### src/rtl/multicycle_ctrl.sv
`default_nettype none
// ============================================================================
// Module      : multicycle_ctrl
// Description : Multicycle CPU control unit. Sequences each instruction
//               through IF/ID/EXE/MEM/WB states, drives the datapath strobes
//               and PC load controls, and counts retired instructions.
// Revision    : 1.0 - initial release
// ============================================================================
module multicycle_ctrl (
    input  logic        clk,
    input  logic        reset,
    input  logic [5:0]  opcode,
    input  logic        zero,
    output logic        pcWre,
    output logic        irWre,
    output logic        regWre,
    output logic        mRD,
    output logic        mWR,
    output logic [1:0]  PCSrc,
    output logic [1:0]  RegDst,
    output logic [2:0]  ALUOp,
    output logic        ALUSrcB,
    output logic        ExtSel,
    output logic        DBDataSrc,
    output logic        WrRegDSrc,
    output logic [3:0]  state,
    output logic [31:0] instr_cnt
);

    // Opcode encodings
    localparam logic [5:0] c_OP_ADD  = 6'b000000;
    localparam logic [5:0] c_OP_SUB  = 6'b000001;
    localparam logic [5:0] c_OP_ADDI = 6'b000010;
    localparam logic [5:0] c_OP_AND  = 6'b010001;
    localparam logic [5:0] c_OP_ORI  = 6'b010010;
    localparam logic [5:0] c_OP_SLT  = 6'b100110;
    localparam logic [5:0] c_OP_SW   = 6'b110000;
    localparam logic [5:0] c_OP_LW   = 6'b110001;
    localparam logic [5:0] c_OP_BEQ  = 6'b110100;
    localparam logic [5:0] c_OP_BNE  = 6'b110101;
    localparam logic [5:0] c_OP_J    = 6'b111000;
    localparam logic [5:0] c_OP_JR   = 6'b111001;
    localparam logic [5:0] c_OP_JAL  = 6'b111010;
    localparam logic [5:0] c_OP_HALT = 6'b111111;

    // ALU operation codes
    localparam logic [2:0] c_ALU_ADD = 3'b000;
    localparam logic [2:0] c_ALU_SUB = 3'b001;
    localparam logic [2:0] c_ALU_OR  = 3'b010;
    localparam logic [2:0] c_ALU_AND = 3'b011;
    localparam logic [2:0] c_ALU_SLT = 3'b100;

    // PC source selects
    localparam logic [1:0] c_PC_INC  = 2'b00;
    localparam logic [1:0] c_PC_BR   = 2'b01;
    localparam logic [1:0] c_PC_RS   = 2'b10;
    localparam logic [1:0] c_PC_JMP  = 2'b11;

    // Register destination selects
    localparam logic [1:0] c_RD_R31  = 2'b00;
    localparam logic [1:0] c_RD_RT   = 2'b01;
    localparam logic [1:0] c_RD_RD   = 2'b10;

    typedef enum logic [3:0] {
        S_IF     = 4'b0000,
        S_ID     = 4'b0001,
        S_EXE_LS = 4'b0010,
        S_MEM    = 4'b0011,
        S_WB_LD  = 4'b0100,
        S_EXE_BR = 4'b0101,
        S_EXE_AL = 4'b0110,
        S_WB_AL  = 4'b0111,
        S_HALT   = 4'b1000
    } state_t;

    state_t      r_state;
    state_t      w_next_state;
    logic [31:0] r_instr_cnt;

    // Opcode class decode
    logic w_is_add, w_is_sub, w_is_addi, w_is_and, w_is_ori, w_is_slt;
    logic w_is_sw, w_is_lw, w_is_beq, w_is_bne;
    logic w_is_j, w_is_jr, w_is_jal, w_is_halt;
    logic w_is_alu, w_is_branch, w_is_ldst, w_is_nop;

    assign w_is_add    = (opcode == c_OP_ADD);
    assign w_is_sub    = (opcode == c_OP_SUB);
    assign w_is_addi   = (opcode == c_OP_ADDI);
    assign w_is_and    = (opcode == c_OP_AND);
    assign w_is_ori    = (opcode == c_OP_ORI);
    assign w_is_slt    = (opcode == c_OP_SLT);
    assign w_is_sw     = (opcode == c_OP_SW);
    assign w_is_lw     = (opcode == c_OP_LW);
    assign w_is_beq    = (opcode == c_OP_BEQ);
    assign w_is_bne    = (opcode == c_OP_BNE);
    assign w_is_j      = (opcode == c_OP_J);
    assign w_is_jr     = (opcode == c_OP_JR);
    assign w_is_jal    = (opcode == c_OP_JAL);
    assign w_is_halt   = (opcode == c_OP_HALT);

    assign w_is_alu    = w_is_add | w_is_sub | w_is_addi | w_is_and | w_is_ori | w_is_slt;
    assign w_is_branch = w_is_beq | w_is_bne;
    assign w_is_ldst   = w_is_lw | w_is_sw;
    // Anything unrecognised retires as a two-cycle nop
    assign w_is_nop    = ~(w_is_alu | w_is_branch | w_is_ldst |
                           w_is_j | w_is_jr | w_is_jal | w_is_halt);

    // ALU operation implied by the current ALU-class opcode
    logic [2:0] w_alu_fn;
    always_comb begin
        w_alu_fn = c_ALU_ADD;
        if (w_is_sub)      w_alu_fn = c_ALU_SUB;
        else if (w_is_and) w_alu_fn = c_ALU_AND;
        else if (w_is_ori) w_alu_fn = c_ALU_OR;
        else if (w_is_slt) w_alu_fn = c_ALU_SLT;
    end

    // Ungated datapath controls, before reset masking
    logic       w_pcwre, w_irwre, w_regwre, w_mrd, w_mwr;
    logic [1:0] w_pcsrc, w_regdst;
    logic [2:0] w_aluop;
    logic       w_alusrcb, w_extsel, w_dbdatasrc, w_wrregdsrc;
    logic       w_br_taken;

    assign w_br_taken = (w_is_beq & zero) | (w_is_bne & ~zero);

    // State register: reset parks the sequencer in IF
    always_ff @(posedge clk or negedge reset) begin
        if (!reset) begin
            r_state <= S_IF;
        end else begin
            r_state <= w_next_state;
        end
    end

    // Next-state selection and per-state control decode
    always_comb begin
        w_next_state = S_IF;
        w_pcwre      = 1'b0;
        w_irwre      = 1'b0;
        w_regwre     = 1'b0;
        w_mrd        = 1'b0;
        w_mwr        = 1'b0;
        w_pcsrc      = c_PC_INC;
        w_regdst     = c_RD_R31;
        w_aluop      = c_ALU_ADD;
        w_alusrcb    = 1'b0;
        w_extsel     = 1'b0;
        w_dbdatasrc  = 1'b0;
        w_wrregdsrc  = 1'b0;

        case (r_state)
            S_IF: begin
                w_irwre      = 1'b1;
                w_next_state = S_ID;
            end

            S_ID: begin
                if (w_is_alu) begin
                    w_next_state = S_EXE_AL;
                end else if (w_is_branch) begin
                    w_next_state = S_EXE_BR;
                end else if (w_is_ldst) begin
                    w_next_state = S_EXE_LS;
                end else if (w_is_halt) begin
                    w_next_state = S_HALT;
                end else begin
                    // Jumps and nops retire here
                    w_next_state = S_IF;
                    w_pcwre      = 1'b1;
                    if (w_is_j) begin
                        w_pcsrc = c_PC_JMP;
                    end else if (w_is_jr) begin
                        w_pcsrc = c_PC_RS;
                    end else if (w_is_jal) begin
                        w_pcsrc     = c_PC_JMP;
                        w_regwre    = 1'b1;
                        w_regdst    = c_RD_R31;
                        w_wrregdsrc = 1'b0;
                    end else if (w_is_nop) begin
                        w_pcsrc = c_PC_INC;
                    end
                end
            end

            S_EXE_AL, S_WB_AL: begin
                w_aluop   = w_alu_fn;
                w_alusrcb = w_is_addi | w_is_ori;
                w_extsel  = w_is_addi;
                if (r_state == S_WB_AL) begin
                    w_next_state = S_IF;
                    w_regwre     = 1'b1;
                    w_wrregdsrc  = 1'b1;
                    w_dbdatasrc  = 1'b0;
                    w_regdst     = (w_is_addi | w_is_ori) ? c_RD_RT : c_RD_RD;
                    w_pcwre      = 1'b1;
                    w_pcsrc      = c_PC_INC;
                end else begin
                    w_next_state = S_WB_AL;
                end
            end

            S_EXE_BR: begin
                w_next_state = S_IF;
                w_aluop      = c_ALU_SUB;
                w_extsel     = 1'b1;
                w_pcwre      = 1'b1;
                w_pcsrc      = w_br_taken ? c_PC_BR : c_PC_INC;
            end

            S_EXE_LS: begin
                w_next_state = S_MEM;
                w_aluop      = c_ALU_ADD;
                w_alusrcb    = 1'b1;
                w_extsel     = 1'b1;
            end

            S_MEM: begin
                w_aluop   = c_ALU_ADD;
                w_alusrcb = 1'b1;
                w_extsel  = 1'b1;
                if (w_is_lw) begin
                    w_next_state = S_WB_LD;
                    w_mrd        = 1'b1;
                end else begin
                    // Store retires once the write is issued
                    w_next_state = S_IF;
                    w_mwr        = 1'b1;
                    w_pcwre      = 1'b1;
                    w_pcsrc      = c_PC_INC;
                end
            end

            S_WB_LD: begin
                w_next_state = S_IF;
                w_regwre     = 1'b1;
                w_dbdatasrc  = 1'b1;
                w_wrregdsrc  = 1'b1;
                w_regdst     = c_RD_RT;
                w_pcwre      = 1'b1;
                w_pcsrc      = c_PC_INC;
            end

            S_HALT: begin
                w_next_state = S_HALT;
            end

            default: begin
                w_next_state = S_IF;
            end
        endcase
    end

    // Retired-instruction counter, advancing on every PC load
    always_ff @(posedge clk or negedge reset) begin
        if (!reset) begin
            r_instr_cnt <= 32'd0;
        end else if (w_pcwre) begin
            r_instr_cnt <= r_instr_cnt + 32'd1;
        end
    end

    // While reset is low every control output is held at zero,
    // including irWre which would otherwise be high in IF.
    assign pcWre     = reset & w_pcwre;
    assign irWre     = reset & w_irwre;
    assign regWre    = reset & w_regwre;
    assign mRD       = reset & w_mrd;
    assign mWR       = reset & w_mwr;
    assign PCSrc     = reset ? w_pcsrc  : 2'b00;
    assign RegDst    = reset ? w_regdst : 2'b00;
    assign ALUOp     = reset ? w_aluop  : 3'b000;
    assign ALUSrcB   = reset & w_alusrcb;
    assign ExtSel    = reset & w_extsel;
    assign DBDataSrc = reset & w_dbdatasrc;
    assign WrRegDSrc = reset & w_wrregdsrc;
    assign state     = r_state;
    assign instr_cnt = r_instr_cnt;

endmodule
`default_nettype wire

### config.mk
export PLATFORM = sky130hd
export DESIGN_NAME = multicycle_ctrl
export DESIGN_NICKNAME = d
export VERILOG_FILES = /design/src/rtl/multicycle_ctrl.sv
export SDC_FILE = /design/constraint.sdc
export NUM_CORES = 1
export LEC_CHECK = 0
export CAP_MARGIN = 40
export CORE_AREA = 2 2 68 118
export CTS_BUF_LIST = sky130_fd_sc_hd__clkbuf_16
export DETAILED_ROUTE_END_ITERATION = 10
export DIE_AREA = 0 0 70 120
export PLACE_DENSITY = 0.63
export SLEW_MARGIN = 20
export SYNTH_ARGS = -nofsm -noshare
export SYNTH_HDL_FRONTEND = slang
export SYNTH_SLANG_ARGS = --single-unit
export TNS_END_PERCENT = 1
### constraint.sdc
create_clock -name clk -period 3.2 [get_ports clk]
set_input_delay 0.8 -clock clk [delete_from_list [all_inputs] [get_ports clk]]
set_output_delay 0.8 -clock clk [all_outputs]
set_load 0.1 [all_outputs]
==> results of run 1 <==
synthesized netlist by cell type, drive strengths merged:
master   count  share of area [%]
and4         2               0.81
and3         3               0.87
nor3        14                3.3
a21oi        6                1.4
buf          5                1.5
nor4b        2               0.81
nor4        12                7.0
ha           1               0.58
inv          2               0.35
and2         1               0.29
a22oi        3                1.0
nand4        6                1.7
o211ai       3                1.3
xnor2        3                1.2
mux2         1               0.52
dfrtp       36                 42
nand2b       5                1.5
a2111oi      2               0.81
nand3       14                3.3
o32a         1               0.52
or2          1               0.29
or3          2               0.58
o31ai        1               0.35
a31oi        2               0.58
o41ai        1               0.41
nor2b        9                2.6
nand4b       2               0.81
clkbuf       5               0.87
nor3b        6                2.1
o21ai        4               0.93
o211a        1               0.46
nand2       21                3.7
and3b        1               0.41
xor2        29                 12
nor2        21                3.7
routing by layer:
| layer | vias to the layer above | track usage [%] |
|---|---|---|
| li1 | 972 | - |
| met1 | 1006 | 15.7 |
| met2 | 62 | 31.1 |
| met3 | 13 | 2.69 |
| met4 | 0 | 8.29 |
| met5 | - | 0 |
final cells by class:
type	instances	area [um^2]	share of cell area, %
multi-input combinational	180	1330	40.1
sequential	36	901	27.1
timing repair buffer	83	838	25.2
clock buffer	5	125	3.76
tap	88	110	3.31
clock inverter	3	11.3	0.339
inverter	2	7.51	0.226
worst max-delay path: stages:
cell and delay (ns):
sky130_fd_sc_hd__dlygate4sd2_1 0.31, sky130_fd_sc_hd__nor2b_2 0.20, sky130_fd_sc_hd__a31oi_2 0.24, sky130_fd_sc_hd__o211ai_1 0.17, sky130_fd_sc_hd__o32a_2 0.25, sky130_fd_sc_hd__nor2b_4 0.15, sky130_fd_sc_hd__buf_12 0.18
kinds of logic after synthesis:
family / after synthesis
AOI/OAI and AO/OA: 24
xor gates and xnor gates: 32
adders and majority gates: 1
buffers and inverters: 12
DFF: 36
muxes: 1
and+or+nand+nor: 122
registers in the layout, indices dropped and copies added, names as in the netlist:
register   count
instr_cnt     32
state          4
what timing repair did:
action	CTS	global route
endpoints found under the setup margin	4	4
buffers inserted	0	1
gates resized for setup	8	6
pin swaps	1	5
endpoints found under the hold margin	0	0
power by group through the flow:
| stage | clock, mW | combinational, mW | sequential [mW] |
|---|---|---|---|
| 2_1_floorplan | 0 | 0.483 | 0.953 |
| 3_3_place_gp | 0 | 1.13 | 0.597 |
| 3_5_place_dp | 0 | 1.14 | 0.602 |
| 4_1_cts | 0.469 | 1.14 | 0.594 |
| 5_1_grt | 0.485 | 1.20 | 0.605 |
| 6_report | 0.452 | 1.14 | 0.593 |
through the flow:
| step | TNS (ns) | instance area (um^2) | std cells |
|---|---|---|---|
| 6_report | 0 | 3330 | 397 |
| 5_1_grt | 0 | 3330 | 397 |
| 4_1_cts | -0.0110 | 3300 | 396 |
| 3_5_place_dp | -0.465 | 3150 | 388 |
| 3_3_place_gp | -0.278 | 3150 | 388 |
| 2_1_floorplan | -2.14 | 2260 | 228 |
worst max path at each step:
| stage | start | endpoint | cells after the start |
|---|---|---|---|
| floorplan | state[3] | PCSrc[0] | 3 |
| global placement | opcode[5] | regWre | 8 |
| detailed placement | opcode[5] | regWre | 8 |
| CTS | opcode[1] | regWre | 8 |
| global route | opcode[2] | PCSrc[0] | 9 |
| finish | opcode[5] | pcWre | 7 |
==> impl_metrics.xml, run 1 <==
<?xml version="1.0" encoding="UTF-8"?>
<metrics>
  <group name="global_route">
    <metric name="total_overflow_reported_by_the_global_router" unit="">0</metric>
    <metric name="pin_count_of_the_biggest_net_entering_global_routing" unit="">33</metric>
    <metric name="vias_in_the_first_global_route" unit="">2125</metric>
    <metric name="grt_pass1_wl" unit="um">10600</metric>
    <metric name="grtUsageTotal" unit="%">16.0</metric>
    <metric name="grt_antenna_before_repair" unit="">0</metric>
  </group>
  <group name="power">
    <metric name="static-leakage-power" unit="nW">1.57</metric>
    <metric name="pwr_cell_area" unit="nW/um^2">658</metric>
    <metric name="total_switching_power" unit="mW">1.11</metric>
    <metric name="power_frac_comb" unit="%">52.2</metric>
    <metric name="p_sw_share" unit="%">50.6</metric>
    <metric name="clockPowerShare" unit="%">20.7</metric>
    <metric name="seqPwrFrac" unit="%">27.1</metric>
    <metric name="irDropWorstVdd" unit="mV">0.285</metric>
    <metric name="internal_power" unit="mW">1.08</metric>
    <metric name="power.total" unit="mW">2.19</metric>
  </group>
  <group name="die">
    <metric name="placementRows" unit="">42</metric>
    <metric name="dieHeight" unit="um">120</metric>
    <metric name="design.portCount" unit="">61</metric>
    <metric name="die_area" unit="um^2">8400</metric>
    <metric name="fp.dieW" unit="um">70</metric>
    <metric name="starting_density" unit="%">28.9</metric>
    <metric name="coreArea" unit="um^2">7460</metric>
  </group>
  <group name="place">
    <metric name="dpl.hpwl" unit="um">5000</metric>
    <metric name="place.gp.congestion" unit="">0.839</metric>
    <metric name="port-buffer-count" unit="">60</metric>
    <metric name="pre_cts_setup_slack" unit="ns">-0.159</metric>
  </group>
  <group name="critical_path">
    <metric name="worst-endpoint-required" unit="ns">2.40</metric>
    <metric name="reg2reg_setup_slack" unit="ns">0.95</metric>
    <metric name="cp.arrival" unit="ns">2.30</metric>
    <metric name="critical_path.startpoint_type" unit="">input pin</metric>
    <metric name="cp_max_fo" unit="">7</metric>
    <metric name="r2r_end" unit="">instr_cnt[11]</metric>
    <metric name="r2r_cell_count" unit="">6</metric>
    <metric name="reg2reg_from" unit="">state[2]</metric>
    <metric name="critPathKind" unit="">input pin to output port</metric>
    <metric name="end_kind" unit="">output port</metric>
  </group>
  <group name="route">
    <metric name="antenna_violating_nets_post_route" unit="">0</metric>
    <metric name="maxUsedRoutingLayer" unit="">met4</metric>
    <metric name="dr_total_vias" unit="">2053</metric>
    <metric name="routed-wl-met2" unit="um">3690</metric>
    <metric name="drt_pass1_iterations" unit="">4</metric>
    <metric name="wl_per_cell" unit="um">16.3</metric>
    <metric name="met3RoutedLength" unit="um">223</metric>
    <metric name="finalWirelength" unit="um">6460</metric>
    <metric name="dr.first_iter.drc_count" unit="">79</metric>
    <metric name="wl_met1" unit="um">2330</metric>
    <metric name="drt_drc_violations_left" unit="">0</metric>
    <metric name="viasPerCell" unit="">5.17</metric>
  </group>
  <group name="run_status">
    <metric name="status" unit="">finished, final reports clean</metric>
  </group>
  <group name="synth">
    <metric name="multiplexer_fraction_of_the_synthesized_cell_area" unit="%">0.523</metric>
    <metric name="netlist_area" unit="um^2">2150</metric>
    <metric name="synthXorXnorAreaFrac" unit="%">13.0</metric>
    <metric name="synthesis.instances" unit="">228</metric>
    <metric name="synth_simple_gate_area_share" unit="%">33.6</metric>
    <metric name="ys_seq_area_share" unit="%">41.8</metric>
    <metric name="synthAdderAreaFrac" unit="%">0.581</metric>
    <metric name="post_synth.cell_area_avg" unit="um^2">9.44</metric>
    <metric name="synth_warnings" unit="">0</metric>
    <metric name="synth_compound_area_share" unit="%">7.79</metric>
    <metric name="mappedNetlistNets" unit="">238</metric>
    <metric name="yosys_cell_types" unit="">37</metric>
    <metric name="ys_ff_latch" unit="">36</metric>
    <metric name="synth_top_family_by_area" unit="">simple AND/OR/NAND/NOR gates</metric>
  </group>
  <group name="sta">
    <metric name="setup_slack" unit="ns">0.101</metric>
    <metric name="post-route-min-period" unit="ns">3.10</metric>
    <metric name="hold_viol_final" unit="">0</metric>
    <metric name="clock-skew-final" unit="ns">0.00498</metric>
    <metric name="rsz0062_at_grt" unit="">no</metric>
    <metric name="whs" unit="ns">0.469</metric>
    <metric name="drv_slew" unit="">0</metric>
    <metric name="maxClockFrequency" unit="MHz">323</metric>
    <metric name="slew-limit-headroom" unit="%">58.9</metric>
    <metric name="fin_crit_sh" unit="%">96.9</metric>
    <metric name="setup_violations" unit="">0</metric>
    <metric name="timing_worst_slew_pin_value" unit="ns">0.617</metric>
  </group>
  <group name="layout">
    <metric name="final_core_util" unit="%">44.6</metric>
    <metric name="commonest_non_fill_non_tap_cell_in_the_layout" unit="">sky130_fd_sc_hd__buf_4</metric>
    <metric name="layout.cells.most_common_list" unit="">sky130_fd_sc_hd__buf_4 (59), sky130_fd_sc_hd__dfrtp_1 (36), sky130_fd_sc_hd__xor2_1 (29), sky130_fd_sc_hd__nand2_1 (21), sky130_fd_sc_hd__buf_12 (16)</metric>
    <metric name="number_of_fill_cells_in_the_layout" unit="">717</metric>
    <metric name="fin_nets" unit="">318</metric>
    <metric name="post_route_cells_drive_above_1_share" unit="%">38.5</metric>
    <metric name="diodes" unit="">0</metric>
    <metric name="area_growth" unit="%">54.4</metric>
  </group>
  <group name="run">
    <metric name="maxCapViolations" unit="">0</metric>
  </group>
  <group name="worst_hold_path">
    <metric name="hold-path-cell-count" unit="">1</metric>
    <metric name="path_class_of_the_lowest_slack_min_delay_path" unit="">flop to flop</metric>
    <metric name="min_from" unit="">instr_cnt[31]</metric>
    <metric name="timing.hold.worst_endpoint" unit="">instr_cnt[31]</metric>
  </group>
  <group name="clock_tree">
    <metric name="cts_tree" unit="">done</metric>
    <metric name="htree_levels" unit="">2</metric>
    <metric name="worst_setup_hold_path_clk_slew" unit="ns">0.05</metric>
    <metric name="cts_hold_buffers" unit="">0</metric>
    <metric name="clockRootBuffer" unit="">sky130_fd_sc_hd__clkbuf_16</metric>
    <metric name="clock_sinks" unit="">36</metric>
    <metric name="clock_path_buffers" unit="">2</metric>
    <metric name="insertion_delay" unit="ns">0.28</metric>
    <metric name="tritoncts.num_buffers" unit="">5</metric>
  </group>
</metrics>
(Power assumes the default switching activity.)
==> run 2, diff against run 1 <==
==> constraint.sdc (replaced) <==
create_clock -name clk -period 3.2 [get_ports clk]
set_input_delay 0.96 -clock clk [delete_from_list [all_inputs] [get_ports clk]]
set_output_delay 0.96 -clock clk [all_outputs]
set_load 0.1 [all_outputs]
==> run 2 against run 1 <==
  * Power up 1.2%
  * Critical path depth rose by 1
  * Register-to-register slack got worse by 0.03 ns
  * Sequential share of layout area decreased by 0.61 points
  * First-iteration DRC count grew 25%
  * Global-route usage decreased by 0.80 points
  * Final area rose by 2.7%
  * Critical path type unchanged
  * Critical endpoint unchanged
==> impl_metrics.xml, run 2 (synthesis results as in run 1) <==
<?xml version="1.0" encoding="UTF-8"?>
<metrics>
  <group name="run_status">
    <metric name="status" unit="">finished, final reports clean</metric>
  </group>
  <group name="sta">
    <metric name="whs" unit="ns">0.472</metric>
    <metric name="rsz0062_at_grt" unit="">yes</metric>
    <metric name="drv_slew" unit="">0</metric>
    <metric name="slew-limit-headroom" unit="%">67.0</metric>
    <metric name="post-route-min-period" unit="ns">3.17</metric>
    <metric name="fin_crit_sh" unit="%">99.1</metric>
    <metric name="clock-skew-final" unit="ns">0.00285</metric>
    <metric name="setup_violations" unit="">0</metric>
    <metric name="maxClockFrequency" unit="MHz">315</metric>
    <metric name="hold_viol_final" unit="">0</metric>
    <metric name="timing_worst_slew_pin_value" unit="ns">0.494</metric>
    <metric name="setup_slack" unit="ns">0.0304</metric>
  </group>
  <group name="critical_path">
    <metric name="path_delay_family" unit="">compound AO/OA/AOI/OAI gates</metric>
    <metric name="cpMaxStageDelayCell" unit="">sky130_fd_sc_hd__o32a_4</metric>
    <metric name="worst-endpoint-required" unit="ns">2.24</metric>
    <metric name="cp.arrival" unit="ns">2.21</metric>
    <metric name="max_stage_delay" unit="ns">0.22</metric>
    <metric name="end_kind" unit="">output port</metric>
    <metric name="worstPathCellList" unit="">buf_2 &gt; and2_4 &gt; a22oi_2 &gt; o31ai_1 &gt; buf_4 &gt; o32a_4 &gt; nor2b_4 &gt; buf_12</metric>
    <metric name="critPathKind" unit="">input pin to output port</metric>
    <metric name="cp_max_fo" unit="">5</metric>
    <metric name="worst-path-buf-inv" unit="">3</metric>
    <metric name="critical_path.startpoint_type" unit="">input pin</metric>
  </group>
  <group name="layout">
    <metric name="diodes" unit="">0</metric>
    <metric name="fin_nets" unit="">320</metric>
    <metric name="commonest_non_fill_non_tap_cell_in_the_layout" unit="">sky130_fd_sc_hd__buf_4</metric>
    <metric name="layout.cells.most_common_list" unit="">sky130_fd_sc_hd__buf_4 (60), sky130_fd_sc_hd__dfrtp_1 (33), sky130_fd_sc_hd__xor2_1 (29), sky130_fd_sc_hd__nand2_1 (19), sky130_fd_sc_hd__buf_12 (17)</metric>
    <metric name="post_route_cells_drive_above_1_share" unit="%">44.7</metric>
    <metric name="layout.cells.non_filler" unit="">399</metric>
    <metric name="multi_input_area" unit="um^2">1400</metric>
    <metric name="largest_register_ff_count" unit="">32</metric>
    <metric name="register_area" unit="um^2">905</metric>
    <metric name="area_growth" unit="%">58.7</metric>
    <metric name="number_of_fill_cells_in_the_layout" unit="">733</metric>
  </group>
  <group name="die">
    <metric name="dieHeight" unit="um">120</metric>
    <metric name="coreArea" unit="um^2">7460</metric>
    <metric name="starting_density" unit="%">28.9</metric>
    <metric name="placementRows" unit="">42</metric>
    <metric name="die_area" unit="um^2">8400</metric>
    <metric name="design.portCount" unit="">61</metric>
    <metric name="fp.dieW" unit="um">70</metric>
  </group>
  <group name="power">
    <metric name="internal_power" unit="mW">1.10</metric>
    <metric name="clockPowerShare" unit="%">20.7</metric>
    <metric name="seqPwrFrac" unit="%">27.6</metric>
    <metric name="pwr_cell_area" unit="nW/um^2">649</metric>
    <metric name="p_sw_share" unit="%">50.4</metric>
    <metric name="power.total" unit="mW">2.22</metric>
    <metric name="static-leakage-power" unit="nW">1.58</metric>
    <metric name="power_frac_comb" unit="%">51.7</metric>
    <metric name="total_switching_power" unit="mW">1.12</metric>
    <metric name="irDropWorstVdd" unit="mV">0.492</metric>
  </group>
  <group name="global_route">
    <metric name="grt_antenna_before_repair" unit="">0</metric>
    <metric name="pin_count_of_the_biggest_net_entering_global_routing" unit="">33</metric>
    <metric name="total_overflow_reported_by_the_global_router" unit="">0</metric>
    <metric name="grt.busiest_layer" unit="">met2</metric>
    <metric name="grtUsageTotal" unit="%">15.2</metric>
    <metric name="grt_pass1_wl" unit="um">10200</metric>
    <metric name="grt_use_met1" unit="%">17.2</metric>
    <metric name="vias_in_the_first_global_route" unit="">2022</metric>
    <metric name="global_route.usage.met2" unit="%">27.0</metric>
    <metric name="grt.met3_usage" unit="%">2.27</metric>
  </group>
  <group name="place">
    <metric name="place.gp.congestion" unit="">0.824</metric>
    <metric name="dpl.hpwl" unit="um">4720</metric>
    <metric name="port-buffer-count" unit="">60</metric>
    <metric name="pre_cts_setup_slack" unit="ns">-0.431</metric>
    <metric name="place_inst" unit="">389</metric>
  </group>
  <group name="clock_tree">
    <metric name="cts_tree" unit="">done</metric>
    <metric name="clock_sinks" unit="">36</metric>
    <metric name="cts_hold_buffers" unit="">0</metric>
    <metric name="clockRootBuffer" unit="">sky130_fd_sc_hd__clkbuf_16</metric>
    <metric name="htree_levels" unit="">2</metric>
    <metric name="insertion_delay" unit="ns">0.28</metric>
    <metric name="worst_setup_hold_path_clk_slew" unit="ns">0.05</metric>
    <metric name="clock_path_buffers" unit="">2</metric>
    <metric name="tritoncts.num_buffers" unit="">5</metric>
  </group>
  <group name="worst_hold_path">
    <metric name="path_class_of_the_lowest_slack_min_delay_path" unit="">flop to flop</metric>
  </group>
  <group name="route">
    <metric name="wl_per_cell" unit="um">15.5</metric>
    <metric name="antenna_violating_nets_post_route" unit="">0</metric>
    <metric name="drt_drc_violations_left" unit="">0</metric>
    <metric name="viasPerCell" unit="">5.09</metric>
    <metric name="finalWirelength" unit="um">6190</metric>
    <metric name="dr.first_iter.drc_count" unit="">99</metric>
    <metric name="drt_pass1_iterations" unit="">4</metric>
    <metric name="dr_total_vias" unit="">2031</metric>
  </group>
  <group name="run">
    <metric name="maxCapViolations" unit="">0</metric>
  </group>
</metrics>
==> run 2: layer usage <==
| metal | vias to the layer above | wire (um) |
|---|---|---|
| met4 | 0 | 199 |
| li1 | 975 | - |
| met1 | 978 | 2360 |
| met3 | 15 | 211 |
| met2 | 63 | 3420 |
| met5 | - | 0 |
==> run 2: repair_timing <==
item / in CTS / in global routing
endpoints found under the setup margin: 13 / 5
setup buffers: 1 / 1
gates resized for setup: 30 / 8
pin swaps: 11 / 9
==> run 2: layout make-up <==
| class | instances | area share [%] |
|---|---|---|
| tap | 88 | 3.22 |
| timing repair buffer | 85 | 25.0 |
| clock inverter | 3 | 0.403 |
| inverter | 2 | 0.220 |
| sequential | 36 | 26.5 |
| clock buffer | 5 | 3.66 |
| multi-input combinational | 180 | 41.0 |
==> run 2: worst paths after layout <==
path                               start             to  slack, ns  depth (start not counted)
max                            opcode[4]          pcWre       0.03                          8
min                        instr_cnt[31]  instr_cnt[31]       0.47                          1
max reg2reg                     state[1]  instr_cnt[11]       0.92                          7
min reg2reg                instr_cnt[31]  instr_cnt[31]       0.47                          1
max in group asynchronous          reset  instr_cnt[31]       2.04                          3
min in group asynchronous          reset       state[0]       0.62                          2
==> run 2: per-stage QoR <==
step                area (um^2)  utilization, %  setup TNS (ns)
detailed placement         3230            43.2           -3.87
global route               3420            45.8         -0.0645
global placement           3230            43.2           -3.50
CTS                        3400            45.5         -0.0501
finish                     3420            45.8               0
floorplan                  2330               -           -1.04
==> run 2: power by group through the flow <==
stage / Combinational [mW] / Clock, mW / Sequential [mW]
finish: 1.15 / 0.459 / 0.611
global route: 1.20 / 0.503 / 0.627
CTS: 1.15 / 0.472 / 0.610
detailed placement: 1.14 / 0 / 0.616
global placement: 1.13 / 0 / 0.612
floorplan: 0.507 / 0 / 0.956
==> run 3, diff against run 2 <==
--- a/config.mk
+++ b/config.mk
@@ -10,8 +10,9 @@
 export CTS_BUF_LIST = sky130_fd_sc_hd__clkbuf_16
 export DETAILED_ROUTE_END_ITERATION = 10
 export DIE_AREA = 0 0 70 120
+export HOLD_SLACK_MARGIN = 0.06
 export PLACE_DENSITY = 0.63
-export SLEW_MARGIN = 20
+export SLEW_MARGIN = 25
 export SYNTH_ARGS = -nofsm -noshare
 export SYNTH_HDL_FRONTEND = slang
 export SYNTH_SLANG_ARGS = --single-unit
==> results of run 3 <==
Final layout, timing and power as in run 2 (identical DEF).
